File: config.mk
export PLATFORM = sky130hd
export DESIGN_NAME = aes_block_buffer
export DESIGN_NICKNAME = d
export VERILOG_FILES = /design/src/rtl/aes_block_buffer.sv
export SDC_FILE = /design/constraint.sdc
export NUM_CORES = 1
export LEC_CHECK = 0
export CORE_MARGIN = 2
export CORE_UTILIZATION = 50
export DETAILED_ROUTE_END_ITERATION = 6
export GPL_TIMING_DRIVEN = 0
export HOLD_SLACK_MARGIN = 0.06
export PLACE_DENSITY = 0.73
export SYNTH_ARGS = -nofsm -noshare
export SYNTH_HDL_FRONTEND = slang
export SYNTH_SLANG_ARGS = --single-unit
File: constraint.sdc
create_clock -name clk -period 8.2 [get_ports clk]
set_input_delay 1.64 -clock clk [delete_from_list [all_inputs] [get_ports clk]]
set_output_delay 1.64 -clock clk [all_outputs]
set_load 0.02 [all_outputs]
File: src/rtl/aes_block_buffer.sv
// Assembles WORD_W-bit words into BLOCK_W-bit AES blocks and queues up to DEPTH of them.
// Define AES_BUF_PAD_EN to zero-pad short final blocks instead of flagging them as errors.
module aes_block_buffer #(
    parameter int WORD_W  = 32,
    parameter int BLOCK_W = 128,
    parameter int DEPTH   = 4
) (
    input  logic                       clk,
    input  logic                       rst,
    input  logic                       flush,
    input  logic                       in_valid,
    output logic                       in_ready,
    input  logic [WORD_W-1:0]          in_word,
    input  logic                       in_last,
    output logic                       out_valid,
    input  logic                       out_ready,
    output logic [BLOCK_W-1:0]         out_block,
    output logic                       out_last,
    output logic [$clog2(DEPTH+1)-1:0] count,
    output logic                       err
);

    localparam int W   = BLOCK_W / WORD_W;
    localparam int CW  = $clog2(DEPTH + 1);
    localparam int WCW = $clog2(W);
    localparam int PW  = $clog2(DEPTH);

    logic [BLOCK_W-1:0] r_assembly;
    logic [WCW-1:0]     r_word_cnt;
    logic [BLOCK_W-1:0] r_mem [DEPTH];
    logic               r_last_mem [DEPTH];
    logic [PW-1:0]      r_wr_ptr;
    logic [PW-1:0]      r_rd_ptr;
    logic [CW-1:0]      r_count;
    logic               r_err;

    logic [BLOCK_W-1:0] w_merged;
    logic               w_accept;
    logic               w_at_end;
    logic               w_push;
    logic               w_drop;
    logic               w_pop;

    function automatic logic [PW-1:0] nextPtr(input logic [PW-1:0] p);
        return (p == PW'(DEPTH - 1)) ? '0 : p + 1'b1;
    endfunction

    assign in_ready  = (r_count < CW'(DEPTH));
    assign out_valid = (r_count != '0);
    assign w_accept  = in_valid && in_ready;
    assign w_at_end  = (r_word_cnt == WCW'(W - 1));
    assign w_pop     = out_valid && out_ready;

`ifdef AES_BUF_PAD_EN
    // Cleared assembly slots provide the zero padding for a short final block.
    assign w_push = w_accept && (w_at_end || in_last);
    assign w_drop = 1'b0;
`else
    assign w_push = w_accept && w_at_end;
    assign w_drop = w_accept && in_last && !w_at_end;
`endif

    always_comb begin
        w_merged = r_assembly;
        for (int i = 0; i < W; i++) begin
            if (r_word_cnt == WCW'(i)) begin
                w_merged[BLOCK_W-1-i*WORD_W -: WORD_W] = in_word;
            end
        end
    end

    always_ff @(posedge clk) begin
        if (rst) begin
            r_assembly <= '0;
            r_word_cnt <= '0;
            r_wr_ptr   <= '0;
            r_rd_ptr   <= '0;
            r_count    <= '0;
            r_err      <= 1'b0;
        end else if (flush) begin
            r_assembly <= '0;
            r_word_cnt <= '0;
            r_wr_ptr   <= '0;
            r_rd_ptr   <= '0;
            r_count    <= '0;
        end else begin
            if (w_accept) begin
                if (w_push || w_drop) begin
                    r_word_cnt <= '0;
                    r_assembly <= '0;
                end else begin
                    r_word_cnt <= r_word_cnt + 1'b1;
                    r_assembly <= w_merged;
                end
            end
            if (w_push) begin
                r_wr_ptr <= nextPtr(r_wr_ptr);
            end
            if (w_pop) begin
                r_rd_ptr <= nextPtr(r_rd_ptr);
            end
            if (w_push && !w_pop) begin
                r_count <= r_count + 1'b1;
            end else if (w_pop && !w_push) begin
                r_count <= r_count - 1'b1;
            end
            if (w_drop) begin
                r_err <= 1'b1;
            end
        end
    end

    // Storage needs no reset: entries are only visible through out_valid.
    always_ff @(posedge clk) begin
        if (!rst && !flush && w_push) begin
            r_mem[r_wr_ptr]      <= w_merged;
            r_last_mem[r_wr_ptr] <= in_last;
        end
    end

    assign out_block = out_valid ? r_mem[r_rd_ptr] : '0;
    assign out_last  = out_valid ? r_last_mem[r_rd_ptr] : 1'b0;
    assign count     = r_count;
    assign err       = r_err;

endmodule

==> impl_results.md <==
- Arrival @ worst endpoint: 3830 ps
- TritonCTS clock tree: done
- PwrDens: 221 mW/mm^2
- Syn Area/Cell: 18.0 um^2
- Vert. Die Dim: 230 um
- Post-synth top cells: edfxtp_1, and2_1, dfxtp_1
- Largest net degree at the start of global routing: 57
- Dpl cell area: 0.0284 mm^2
- Number of I/O pins: 173
- Final Hold Viols: 0
- RSZ-0062 raised after global routing: false
- Fin. max-slew vios: 0
- Overall die width: 230 um
- Max-slew headroom: 34.8%
- CTS H-tree depth: 3
- Compound-Gate Fraction of Synth Area: 3.06%
- Setup Crit Path Kind: flop to output pin
- Resized Gates After CTS: 0
- Worst Path Required: 6560 ps
- LEAKAGE: 0.0103 uW
- Prevailing post-synth register cell: edfxtp_1
- Min-Delay Path Class: flop to flop
- Drt pass-1 iters: 5
- Total power: 6770 uW
- Final instance area: 0.0306 mm^2
- DP Wirelength: 37.9 mm
- Die ar.: 0.0530 mm^2
- Routed WL: 59.5 mm
- Largest cells by area after synthesis: edfxtp_1, mux4_2, dfxtp_1
- Status: finished clean
- Post-synthesis sequential area ratio: 71.6%
- CTS Buf Count: 67
- Root Driver: clkbuf_16
- DRT iter0 DRCs: 1,370
- IO Port Bufs: 172
- Mux contribution to synthesized area: 17.0%
- Hold Buf Count CTS: 0
- Sink Count: 656
- Clk_lat worst skew: 590 ps
- Placer Congestion: 0.747
- Ant diodes: 0
- Gr ovfl total: 0
- DRC violations left: 0
- Post-CTS Setup Bufs: 0
- Largest family of logic cells by synthesized area: multiplexers
- Layout area overhead: 19.7%
- Fin crit period: 5470 ps
- Startpoint Class: flop
- Antenna violations before repair: 1
- Count leader, synth: edfxtp_1
- Layout cells sized above 1: 22.3%
- Vias in the first global route: 14,139
- Synth Register Bits: 656
- Worst Clk Skew: 26.5 ps
- Final setup vio count: 0
- Post-synth design cell area: 0.0256 mm^2
- Cell variety after synth: 29
- First-pass GRT wire length: 88.4 mm
- Simple-Gate Fraction of Synth Area: 5.99%
- IR Drop Worst-Case VDD: 0.151 mV
- Avg WL per Cell: 24.8 um
- Core area: 0.0503 mm^2
- Post-Syn Instances: 1,422
- GR Util All Layers: 22.7%
- Initial Utilization: 50.9%
- Worst-path clk slew: 60 ps
- Top cell type's share of synthesized area: 60.6%
- EDFF count, synth: 516
- Clock Tree Buf Depth: 3
- Max-cap violations: 0
- Adder-Cell Fraction of Synth Area: 0.568%
- Fraction of registers with async set/reset: 0%
- ANT nets after route: 0
- Worst-Margin Slew: 978 ps
- Critical Path Fanout Max: 10
- Share of the clock period used by the worst path: 66.7%
- Yosys Warn Count: 0
- Largest area contributor in the netlist: edfxtp_1
- Synth Area in XOR/XNOR: 0.0685%
- Via Count: 13,831
- FMAX: 0.183 GHz
- CP Capture Type: output pin
- FP Rows: 82
- Syn nets: 1,471
- Layout net count: 1,720
- Via/cell ratio: 5.77
==> kinds of logic (layout without fill, tap and decap cells) <==
kind of cell	Yosys count	in the layout
xor+xnor	2	2
simple gates	286	286
buf+inv	102	404
compound gates	107	107
mux	258	258
flops	656	656
fa+ha+maj	11	11
==> worst max-delay path: stages (launching register included) <==
cell	delay, ps
dfxtp_1	370
buf_2	250
or3_1	360
clkbuf_1	570
clkbuf_1	700
and2_1	340
clkdlybuf4s50_1	650
==> layout by cell type (no fill, tap or decap), types with 2 or more instances in the layout <==
cell type,count
edfxtp_1,516
clkdlybuf4s50_1,172
and2_1,161
dfxtp_1,140
mux4_2,129
mux2_2,104
nor2_1,103
a22oi_1,97
clkbuf_16,72
clkbuf_1,65
buf_2,35
mux2_1,24
buf_1,13
ha_1,10
clkbuf_8,9
clkinv_2,8
buf_16,8
inv_1,7
a21oi_1,6
nand2_1,6
bufinv_16,5
or3_1,4
and2_4,4
buf_4,3
clkinv_1,3
or2_2,2
xor2_1,2
nand3_1,2
o21ai_0,2
clkinvlp_4,2
==> sequential cells by signal, indices dropped and copies added (netlist names), named ones only <==
name        count
r_rd_ptr        2
r_word_cnt      2
r_last_mem      4
err             1
r_wr_ptr        2
r_assembly    128
count           3
r_mem         512
==> worst paths after layout <==
kind,to,startpoint,slack (ps),cells past startpoint
min reg2reg,r_assembly[23],r_assembly[23],450,1
max reg2reg,r_mem[2][117],r_word_cnt[1],5060,7
min,r_assembly[23],r_assembly[23],450,1
max,out_block[100],count[2],2730,6
==> metrics by stage <==
stage               setup WS [ps]  hold slack [ps]  setup TNS (ps)  std cells  util, %
floorplan                    2480              426               0       1422        -
global placement             -640              438         -308980       2266     56.0
detailed placement           3440              440               0       2274     56.4
CTS                          2750              457               0       2396     60.9
global route                 2650              464               0       2396     60.9
finish                       2730              454               0       2396     60.9
==> power by group <==
group / switching (uW) / internal, uW
combinational: 91.0 / 42.2
sequential: 2.20 / 3560
clock: 1220 / 1850
total: 1320 / 5450
==> layer usage <==
layer  GRT usage, %  vias to the layer above  wire, um
li1               -                     6025         -
met1           30.7                     7204     24600
met2           37.7                      510     29400
met3           3.70                       92      4030
met4           7.60                        0      1520
met5              0                        -         0
==> cell type report <==
type | instances | area (um^2)
multi-input cells | 664 | 6840
flip-flops and latches | 656 | 18300
plain buffers | 95 | 412
clock inverters | 20 | 236
inverters | 7 | 26.3
well taps | 672 | 841
fillers | 3665 | 19700
clock buffers | 102 | 2000
repair buffers | 180 | 1940
Power figures use the tool's default switching activity.
